--- src/rtl/te_pkg.sv ---
// Shared trace-encoder types: packet buffer, TCodes and N-Trace deframer enums.
package te_pkg;

  localparam int unsigned NTRACE_MAX_PACKET_WIDTH_IN_BYTES = 32;
  localparam int unsigned MDO_WIDTH = 6;

  typedef struct packed {
    logic [NTRACE_MAX_PACKET_WIDTH_IN_BYTES-1:0]   pkt_data_be;
    logic [5:0]                                    pkt_data_len;
    logic [NTRACE_MAX_PACKET_WIDTH_IN_BYTES*8-1:0] pkt_data;
  } pkt_buffer_t;

  typedef enum logic [5:0] {
    PKT_UNKNOWN                = 6'd0,
    PKT_OWNERSHIP              = 6'd2,
    PKT_DIRECTBRANCH           = 6'd3,
    PKT_INDIRECTBRANCH         = 6'd4,
    PKT_ERROR                  = 6'd8,
    PKT_PROGTRACESYNC          = 6'd9,
    PKT_DIRECTBRANCHSYNC       = 6'd11,
    PKT_INDIRECTBRANCHSYNC     = 6'd12,
    PKT_RESOURCEFULL           = 6'd27,
    PKT_INDIRECTBRANCHHIST     = 6'd28,
    PKT_INDIRECTBRANCHHISTSYNC = 6'd29,
    PKT_PROGTRACECORR          = 6'd33
  } Pkt_TCode_e;

  typedef enum logic [1:0] {
    MSEO_NORMAL = 2'b00,
    MSEO_EOF    = 2'b01,
    MSEO_RSVD   = 2'b10,
    MSEO_EOM    = 2'b11
  } Mseo_e;

  typedef enum logic [1:0] {
    DFERR_NONE      = 2'd0,
    DFERR_RSVD_MSEO = 2'd1,
    DFERR_OVERFLOW  = 2'd2
  } DeframeErr_e;

  typedef enum logic [1:0] {
    DF_IDLE,
    DF_COLLECT,
    DF_HOLD,
    DF_DROP
  } Deframer_State_e;

  // Raw 6-bit TCode to enum; codes this decoder does not know become PKT_UNKNOWN.
  function automatic Pkt_TCode_e to_tcode(input logic [5:0] t);
    Pkt_TCode_e r;
    r = PKT_UNKNOWN;
    case (t)
      6'd2:    r = PKT_OWNERSHIP;
      6'd3:    r = PKT_DIRECTBRANCH;
      6'd4:    r = PKT_INDIRECTBRANCH;
      6'd8:    r = PKT_ERROR;
      6'd9:    r = PKT_PROGTRACESYNC;
      6'd11:   r = PKT_DIRECTBRANCHSYNC;
      6'd12:   r = PKT_INDIRECTBRANCHSYNC;
      6'd27:   r = PKT_RESOURCEFULL;
      6'd28:   r = PKT_INDIRECTBRANCHHIST;
      6'd29:   r = PKT_INDIRECTBRANCHHISTSYNC;
      6'd33:   r = PKT_PROGTRACECORR;
      default: r = PKT_UNKNOWN;
    endcase
    return r;
  endfunction

endpackage

--- src/rtl/te_mdo_packer.sv ---
// Packs 6-bit MDO chunks into the packet buffer and derives byte length/enables.
module te_mdo_packer
  import te_pkg::*;
(
  input  logic        clk,
  input  logic        reset_n,
  input  logic        start,
  input  logic        wr,
  input  logic [5:0]  idx,
  input  logic [5:0]  chunk,
  input  logic [5:0]  n_chunks,
  output pkt_buffer_t pkt
);

  localparam int unsigned DATA_W = NTRACE_MAX_PACKET_WIDTH_IN_BYTES * 8;

  logic [DATA_W-1:0] data_q;
  logic [DATA_W-1:0] chunk_ext;
  logic [DATA_W-1:0] chunk_ins;
  logic [8:0]        bit_pos;
  logic [8:0]        bits_rnd;
  logic [5:0]        len;
  logic [NTRACE_MAX_PACKET_WIDTH_IN_BYTES-1:0] be;

  // Chunk placed at bit 6*idx.
  always_comb begin
    chunk_ext       = '0;
    chunk_ext[5:0]  = chunk;
    bit_pos         = 9'(idx) * 9'(MDO_WIDTH);
    chunk_ins       = chunk_ext << bit_pos;
  end

  // Start overwrites the whole buffer so stale upper bits never leak into a new message.
  always_ff @(posedge clk) begin
    if (!reset_n) begin
      data_q <= '0;
    end else if (start) begin
      data_q <= chunk_ext;
    end else if (wr) begin
      data_q <= data_q | chunk_ins;
    end
  end

  // len = ceil(6n/8), be = low len bits set.
  always_comb begin
    bits_rnd = 9'(n_chunks) * 9'(MDO_WIDTH) + 9'd7;
    len      = bits_rnd[8:3];
    be       = '0;
    for (int unsigned i = 0; i < NTRACE_MAX_PACKET_WIDTH_IN_BYTES; i++) begin
      be[i] = (i < 32'(len));
    end
  end

  assign pkt.pkt_data     = data_q;
  assign pkt.pkt_data_len = len;
  assign pkt.pkt_data_be  = be;

endmodule

--- src/rtl/te_ntrace_deframer.sv ---
// Nexus MDO/MSEO byte-stream deframer: idle removal, message delimiting, TCode extraction.
module te_ntrace_deframer
  import te_pkg::*;
#(
  parameter int unsigned MAX_BYTES      = NTRACE_MAX_PACKET_WIDTH_IN_BYTES,
  parameter int unsigned MAX_CHUNKS     = (MAX_BYTES * 8) / 6,
  parameter int unsigned DROP_CNT_WIDTH = 16
) (
  input  logic                      clk,
  input  logic                      reset_n,
  input  logic                      in_valid,
  output logic                      in_ready,
  input  logic [7:0]                in_byte,
  output logic                      pkt_valid,
  input  logic                      pkt_ready,
  output pkt_buffer_t               pkt_out,
  output Pkt_TCode_e                pkt_tcode,
  output logic [5:0]                pkt_nfields,
  output logic                      err_valid,
  output logic [1:0]                err_code,
  output logic [DROP_CNT_WIDTH-1:0] drop_cnt
);

  Deframer_State_e state_q, state_d;
  Mseo_e           mseo;
  logic [5:0]      mdo;
  logic            accept;
  logic [5:0]      chunk_cnt;
  logic [5:0]      nfields_q;
  Pkt_TCode_e      tcode_q;
  logic            err_valid_q;
  DeframeErr_e     err_q;
  DeframeErr_e     err_d;
  logic            err_set;
  logic            start, wr, nf_inc, drop_inc;
  logic [DROP_CNT_WIDTH-1:0] drop_q;

  assign mseo     = Mseo_e'(in_byte[1:0]);
  assign mdo      = in_byte[7:2];
  assign in_ready = (state_q != DF_HOLD);
  assign accept   = in_valid & in_ready;

  // State register.
  always_ff @(posedge clk) begin
    if (!reset_n) state_q <= DF_IDLE;
    else          state_q <= state_d;
  end

  // Next-state and per-byte control decode.
  always_comb begin
    state_d  = state_q;
    start    = 1'b0;
    wr       = 1'b0;
    nf_inc   = 1'b0;
    err_set  = 1'b0;
    err_d    = DFERR_NONE;
    drop_inc = 1'b0;
    case (state_q)
      DF_IDLE: begin
        if (accept) begin
          if (mseo == MSEO_RSVD) begin
            err_set  = 1'b1;
            err_d    = DFERR_RSVD_MSEO;
            drop_inc = 1'b1;
            state_d  = DF_DROP;
          end else if (mseo != MSEO_EOM) begin
            start   = 1'b1;
            state_d = DF_COLLECT;
          end
        end
      end
      DF_COLLECT: begin
        if (accept) begin
          // Overflow is judged before MSEO; an EOM overflow byte already closes the message.
          if (chunk_cnt == 6'(MAX_CHUNKS)) begin
            err_set  = 1'b1;
            err_d    = DFERR_OVERFLOW;
            drop_inc = 1'b1;
            state_d  = (mseo == MSEO_EOM) ? DF_IDLE : DF_DROP;
          end else if (mseo == MSEO_RSVD) begin
            err_set  = 1'b1;
            err_d    = DFERR_RSVD_MSEO;
            drop_inc = 1'b1;
            state_d  = DF_DROP;
          end else begin
            wr = 1'b1;
            if (mseo != MSEO_NORMAL) nf_inc = 1'b1;
            if (mseo == MSEO_EOM)    state_d = DF_HOLD;
          end
        end
      end
      DF_HOLD: begin
        if (pkt_ready) state_d = DF_IDLE;
      end
      DF_DROP: begin
        if (accept && mseo == MSEO_EOM) state_d = DF_IDLE;
      end
      default: state_d = DF_IDLE;
    endcase
  end

  // Chunk count, field count and TCode captured alongside the packer.
  always_ff @(posedge clk) begin
    if (!reset_n) begin
      chunk_cnt <= '0;
      nfields_q <= '0;
      tcode_q   <= PKT_UNKNOWN;
    end else if (start) begin
      chunk_cnt <= 6'd1;
      nfields_q <= {5'd0, (mseo == MSEO_EOF)};
      tcode_q   <= to_tcode(mdo);
    end else begin
      if (wr)     chunk_cnt <= chunk_cnt + 6'd1;
      if (nf_inc) nfields_q <= nfields_q + 6'd1;
    end
  end

  // Error pulse, sticky error code and saturating drop counter.
  always_ff @(posedge clk) begin
    if (!reset_n) begin
      err_valid_q <= 1'b0;
      err_q       <= DFERR_NONE;
      drop_q      <= '0;
    end else begin
      err_valid_q <= err_set;
      if (err_set) err_q <= err_d;
      if (drop_inc && drop_q != '1) drop_q <= drop_q + 1'b1;
    end
  end

  te_mdo_packer u_packer (
    .clk      (clk),
    .reset_n  (reset_n),
    .start    (start),
    .wr       (wr),
    .idx      (chunk_cnt),
    .chunk    (mdo),
    .n_chunks (chunk_cnt),
    .pkt      (pkt_out)
  );

  assign pkt_valid   = (state_q == DF_HOLD);
  assign pkt_tcode   = tcode_q;
  assign pkt_nfields = nfields_q;
  assign err_valid   = err_valid_q;
  assign err_code    = err_q;
  assign drop_cnt    = drop_q;

endmodule

--- config.mk ---
export PLATFORM = sky130hd
export DESIGN_NAME = te_ntrace_deframer
export DESIGN_NICKNAME = d
export VERILOG_FILES = /design/src/rtl/te_pkg.sv /design/src/rtl/te_mdo_packer.sv /design/src/rtl/te_ntrace_deframer.sv
export SDC_FILE = /design/constraint.sdc
export NUM_CORES = 1
export LEC_CHECK = 0
export BUFFER_PORTS_ARGS = -buffer_cell sky130_fd_sc_hd__buf_2
export CAP_MARGIN = 20
export CORE_ASPECT_RATIO = 0.5
export CORE_MARGIN = 3
export CORE_UTILIZATION = 30
export CTS_BUF_LIST = sky130_fd_sc_hd__clkbuf_16
export DETAILED_ROUTE_END_ITERATION = 10
export HOLD_SLACK_MARGIN = 0.05
export RECOVER_POWER = 100
export SLEW_MARGIN = 20
export SYNTH_ARGS = -nofsm -noshare
export SYNTH_HDL_FRONTEND = slang
export SYNTH_SLANG_ARGS = --single-unit
--- constraint.sdc ---
create_clock -name clk -period 3.14 [get_ports clk]
set_input_delay 0.314 -clock clk [delete_from_list [all_inputs] [get_ports clk]]
set_output_delay 0.314 -clock clk [all_outputs]
set_load 0.005 [all_outputs]
# Word-level counts from Yosys, hierarchy flattened

Index checks and enable logic that the tools add are counted.
Widths: inputs -> output; s select.

Equal/unequal tests: 27
Multiplexer cells: 41
$add $sub $neg: 4
Shifts and indexed selects: 1
Bitwise logic cells: 3
Magnitude comparators: 32
Multiply operators: 1
Reduce and logical (&&, ||, !) cells: 8

Operators with widths:

| kind                  | number |
|---|---|
| $or 256x256->256      | 1 |
| $shl 6x9->256         | 1 |
| $lt 5x6->1 const A    | 16 |
| $pmux 6 s11           | 1 |
| $lt 4x6->1 const A    | 8 |
| $eq 6x4->1 const B    | 4 |
| $lt 3x6->1 const A    | 4 |
| $mux 2                | 12 |
| $mux 1                | 23 |
| $eq 6x5->1 const B    | 3 |
| $add 16x1->16 const B | 1 |
| $ne 16x16->1 const B  | 1 |
| $add 6x1->6 const B   | 2 |
| $eq 6x2->1 const B    | 2 |
| $eq 6x6->1 const B    | 2 |
| $lt 1x6->1 const A    | 2 |
| $lt 2x6->1 const A    | 2 |
| $mux 6                | 2 |
| $ne 2x2->1 const B    | 5 |
| $add 9x3->9 const B   | 1 |
| $eq 2x2->1 const B    | 4 |
| $mul 6x2->8 const B   | 1 |
| $pmux 2 s4            | 1 |
| $eq 6x3->1 const B    | 1 |
| 13 further kinds      | 17 |

Bits in registers: 295

# Longest topological paths before layout

Depth in word-level cells: 8
Gate-level depth with buffers: 13

# Cells and area by module

From an unflattened synthesis, not the netlist that was laid out.

Cells, all modules: 1259
Area, all modules: 11558.6 sq um

By module, submodules not included:

| module             | seq. area each (sq um) | cells each | instances | area an instance (sq um) |
|---|---|---|---|---|
| te_mdo_packer      | 5124.9                 | 1026       | 1         | 9625.5 |
| te_ntrace_deframer | 780.7                  | 233        | 1         | 1933.1 |

# Worst setup path after synthesis

No wires, ideal clock.

Path type: register -> output
Start: register chunk_cnt[1]
End: output port pkt_out[270] (netlist name)
Arrival: 3.044 ns
Path slack: -0.218 ns
Data required time: 2.826 ns
Cell stages (with the launch flop): 10
Path buffers: 1
Cell sequence: dfxtp_1 -> ha_1 -> fa_1 -> xnor2_2 -> nand2_2 -> or4_4 -> or3_4 -> a211oi_4 -> buf_6 -> o22ai_1

RTL lines:

| item                     | RTL line                  | source |
|---|---|---|
| start: declaration       | te_ntrace_deframer.sv:28  | `logic [5:0] chunk_cnt;` |
| start signal: assignment | te_ntrace_deframer.sv:113 | `if (wr) chunk_cnt <= chunk_cnt + 6'd1;` |
| end: declaration         | te_ntrace_deframer.sv:16  | `output pkt_buffer_t pkt_out,` |

==> results by stage <==
STA:
- The share of the cycle needed by the critical path after routing is 115%.
- Static timing analysis puts the maximum clock frequency at roughly 280 MHz.
- The post-route clock skew is 0.0108 ns.
- The number of endpoints with negative hold slack in the final report is 0.
- In this run the tightest slew margin relative to its limit is 18.6%.
- The smallest setup slack after layout is -0.458 ns.
- The transition time at the pin with the least slew margin is roughly 1.2 ns.
- Setup repair after global routing could not meet its margin everywhere.
- The number of max-slew violations in the final report is 0.
- The count of final setup violators is 33.
- The final critical-path required period is between 3 and 4 ns.

Die:
- The area enclosed by the die boundary is 39400 sq um.
- The starting density of the core is 30.6%.
- The number of core rows is between 40 and 50.
- From left edge to right edge, the die measures around 280 um.
- The core region is ~36000 sq um.
- The number of top-level pins is between 300 and 400.
- From bottom edge to top edge, the die measures 142 um.

Place:
- The post-DP HPWL is 26900 um.
- Prior to clock tree synthesis, the placed netlist has a worst setup slack of -0.0210 ns.
- The final weighted congestion in routability-driven placement is between 0.8 and 0.9.
- The number of buffer cells added on primary ports is between 300 and 400.

Power and ir drop:
- In this run, flip-flops and latches consume approximately half of the power.
- The design draws 0.00760 W.
- The clock network fraction of design power is about 45%.
- Of the total power, the share spent switching nets is approximately a quarter.
- In this run the static leakage power is 5.79 nW.
- The switching power is 0.00181 W.
- The internal power contribution is between 0.005 and 0.006 W.
- The share of power burned in combinational logic is roughly 5.0%.
- Across the VDD grid, the largest voltage drop is about 0.45 mV.
- The areal power density over the cells is between 500 and 600 nW/um^2.

Clocking:
- The longest clock path from root to sink contains 3 buffers.
- TritonCTS built the clock tree.
- After clock tree synthesis, the clock-pin slew on the worst setup and hold paths is 0.07 ns.
- The CTS H-tree depth is 1.
- The clock root buffer master is sky130_fd_sc_hd__clkbuf_16.
- The later-pin clock latency in the skew report is 0.55 ns.
- Counting every sink on the clock net gives just under 300.
- TritonCTS created 28 clock buffers.

Logic synthesis:
- The fraction of synthesis flops using an asynchronous set or reset pin is 0%.
- Of the synthesized area, sequential elements account for ~53%.
- The total of warnings raised by yosys is 0.
- Synthesis inferred between 200 and 300 register bits.
- The synthesized netlist occupies a cell area of 11100 sq um.
- Synthesis handed over a netlist of roughly 1300 instances.
- After synthesis, the mean cell area works out to between 8 and 9 sq um.
- Among all flip-flop cells after synthesis, the most frequent one is sky130_fd_sc_hd__dfxtp_1.
- The number of enable flip-flop cells after synthesis is 0.
- The number of distinct library cell variants in the gate-level netlist after synthesis is 62.
- Counting every net in the synthesized netlist gives ~1300.

Detailed routing:
- Wire segments on met3 add up to 1340 um in the final route.
- The total wirelength of the detailed-routed design is ~38000 um.
- The number of search-and-repair iterations in the first detailed-routing pass is 5.
- The post-route DRC violation count is 0.
- The detailed router put a total of between 15000 and 20000 um of wire on met1.
- In the final routed layout, each cell accounts on average for around 18 um.
- The detail route stage leaves a number of antenna-violating nets equal to 0.
- For this block, the via count after detailed routing is about 10000.
- The uppermost layer routed is met4.
- Wire segments on met2 add up to roughly 20000 um in the final route.
- For this block, the initial DRC count from the detailed router was between 600 and 700.
- The ratio of routed vias to standard cells is roughly 4.8.

Critical path:
- The critical path goes through ha_1, a211o_1, and3_4, or4_4, or3_4, a211oi_4, buf_4, o22ai_1, buf_2.
- Broken down by cell family, the worst path's largest delay share belongs to simple AND/OR/NAND/NOR gates.
- For the worst setup path, the data required time is about 2.8 ns.
- The largest single stage delay on the critical path is roughly 0.54 ns.
- The critical path capture point type is a primary output.
- The kind of start point of the critical path is a register.
- On the critical path, the stage with the largest delay is an instance of sky130_fd_sc_hd__or4_4.
- Along the worst path, the maximum fanout reaches 7.
- Data arrives at the worst endpoint at between 3 and 4 ns.
- The number of buffers and inverters on the critical path is 2.
- The critical path is of the reg -> out type.

GRT:
- The wire length of the first global-routing pass is between 50000 and 60000 um.
- The total congestion overflow is 0.
- The pin count of the biggest net entering global routing is 85.
- The overall global routing resource usage is a little under a fifth.
- The number of global-route vias before repair is roughly 9300.
- The number of antenna violations at the first check in global routing is 1.

Layout:
- The area added between synthesis and finish is 31.6%.
- Leaving out fill and tap cells, the most frequent cell in the layout is sky130_fd_sc_hd__nor2_1.
- In the layout the commonest cells are sky130_fd_sc_hd__nor2_1 (300), sky130_fd_sc_hd__dfxtp_1 (293), sky130_fd_sc_hd__a21oi_1 (250).
- Cells with a size suffix above 1 make up between 10% and 20% of the layout.
- The number of filler cells placed in the layout is ~3700.
- The net total in the final layout is ~1700.

Flow run:
- The tool flagged a number of max-cap violations equal to 0.

Status:
- The flow ran to the end, but the final reports show violations.
- The final reports fail on negative setup slack.

Hold path:
- The tightest min-delay check is of the in -> reg type.
final timing paths:
kind                  startpoint              endpoint  slack (ns)  depth (start not counted)
min reg2reg  u_packer.data_q[64]   u_packer.data_q[64]        0.46                          2
max                 chunk_cnt[1]          pkt_out[275]       -0.46                          9
min                   in_byte[2]          pkt_tcode[0]        0.12                          3
max reg2reg         chunk_cnt[0]  u_packer.data_q[161]        0.04                         10
cells by family after synthesis:
| logic type | synth area share [%] |
|---|---|
| multiplexers | 1.45 |
| buffers and inverters | 3.79 |
| flip-flops | 53.4 |
| AO/OA/AOI/OAI | 17.5 |
| adder cells (fa/ha/maj) | 1.74 |
| XOR/XNOR | 2.59 |
| AND/OR/NAND/NOR | 19.5 |
area by class of cell:
| type | instances | area (sq um) | area share [%] |
|---|---|---|---|
| sequential | 295 | 5910 | 40.6 |
| tap | 484 | 606 | 4.16 |
| clock buffer | 29 | 726 | 4.99 |
| antenna | 1 | 2.50 | 0.0172 |
| multi-input combinational | 881 | 4860 | 33.4 |
| clock inverter | 22 | 199 | 1.37 |
| inverter | 19 | 73.8 | 0.507 |
| timing repair buffer | 418 | 2170 | 14.9 |
cells in the mapped netlist (6+ instances only):
| master | number | area, sq um |
|---|---|---|
| sky130_fd_sc_hd__nor2_1 | 301 | 1130 |
| sky130_fd_sc_hd__dfxtp_1 | 295 | 5910 |
| sky130_fd_sc_hd__a21oi_1 | 251 | 1260 |
| sky130_fd_sc_hd__clkbuf_1 | 60 | 225 |
| sky130_fd_sc_hd__nand2_1 | 35 | 131 |
| sky130_fd_sc_hd__o21ai_0 | 34 | 170 |
| sky130_fd_sc_hd__and2_1 | 26 | 163 |
| sky130_fd_sc_hd__a31oi_1 | 18 | 113 |
| sky130_fd_sc_hd__inv_1 | 18 | 67.6 |
| sky130_fd_sc_hd__buf_2 | 17 | 85.1 |
| sky130_fd_sc_hd__xnor2_1 | 17 | 149 |
| sky130_fd_sc_hd__nand3_1 | 15 | 75.1 |
| sky130_fd_sc_hd__o22ai_1 | 15 | 93.8 |
| sky130_fd_sc_hd__ha_1 | 13 | 163 |
| sky130_fd_sc_hd__nor2b_1 | 12 | 75.1 |
| sky130_fd_sc_hd__xor2_1 | 12 | 105 |
| sky130_fd_sc_hd__o211ai_1 | 11 | 82.6 |
| sky130_fd_sc_hd__nand2b_1 | 9 | 56.3 |
| sky130_fd_sc_hd__or3_1 | 9 | 56.3 |
| sky130_fd_sc_hd__a21boi_0 | 8 | 60.1 |
| sky130_fd_sc_hd__mux2_2 | 8 | 90.1 |
| sky130_fd_sc_hd__nor3_1 | 8 | 40.0 |
| sky130_fd_sc_hd__mux2i_1 | 7 | 70.1 |
| sky130_fd_sc_hd__and3_1 | 6 | 37.5 |
| sky130_fd_sc_hd__and4_1 | 6 | 52.6 |
| sky130_fd_sc_hd__nor4_1 | 6 | 37.5 |
registers in the layout, indices dropped and copies added (netlist names):
name,cells
drop_cnt,16
pkt_tcode,6
u_packer.data_q,256
pkt_nfields,6
state_q,2
chunk_cnt,6
err_code,2
err_valid,1
metal layers:
| layer | GRT usage (%) | up-vias |
|---|---|---|
| met3 | 3.01 | 89 |
| met4 | 6.26 | 0 |
| li1 | - | 5094 |
| met1 | 22.1 | 4926 |
| met5 | 0 | - |
| met2 | 33.0 | 202 |
tightest hold or removal path: cells and delay by family:
family,cells,cell delay [ns]
compound gates,1,0.07
simple gates,1,0.08
buf+inv,1,0.16
per-stage QoR:
step	instances	hold slack, ns	util [%]	instance area [sq um]	TNS [ns]
2_1_floorplan	1279	0.449	-	11100	0
3_3_place_gp	2086	0.434	38.0	13700	0
3_5_place_dp	2086	0.444	38.0	13700	-0.0914
4_1_cts	2141	0.106	40.7	14700	-15.70
5_1_grt	2149	0.124	40.3	14600	-37.88
6_report	2149	0.123	40.3	14600	-12.27
power groups by stage:
| stage | sequential (W) | clock, W | combinational [W] |
|---|---|---|---|
| 6_report | 0.00377 | 0.00345 | 0.000381 |
| 5_1_grt | 0.00377 | 0.00369 | 0.000416 |
| 4_1_cts | 0.00377 | 0.00353 | 0.000385 |
| 3_5_place_dp | 0.00385 | 0 | 0.000383 |
| 3_3_place_gp | 0.00385 | 0 | 0.000382 |
| 2_1_floorplan | 0.00385 | 0 | 0.000226 |
what timing repair did:
| action | CTS | global route |
|---|---|---|
| gates cloned | 0 | 3 |
| resized for setup | 8 | 37 |
| hold buffers | 0 | 0 |
| pin swaps | 6 | 10 |
| endpoints found under the setup margin | 36 | 37 |
| buffers inserted | 4 | 4 |
No activity file was read; power rests on OpenSTA's default activity.
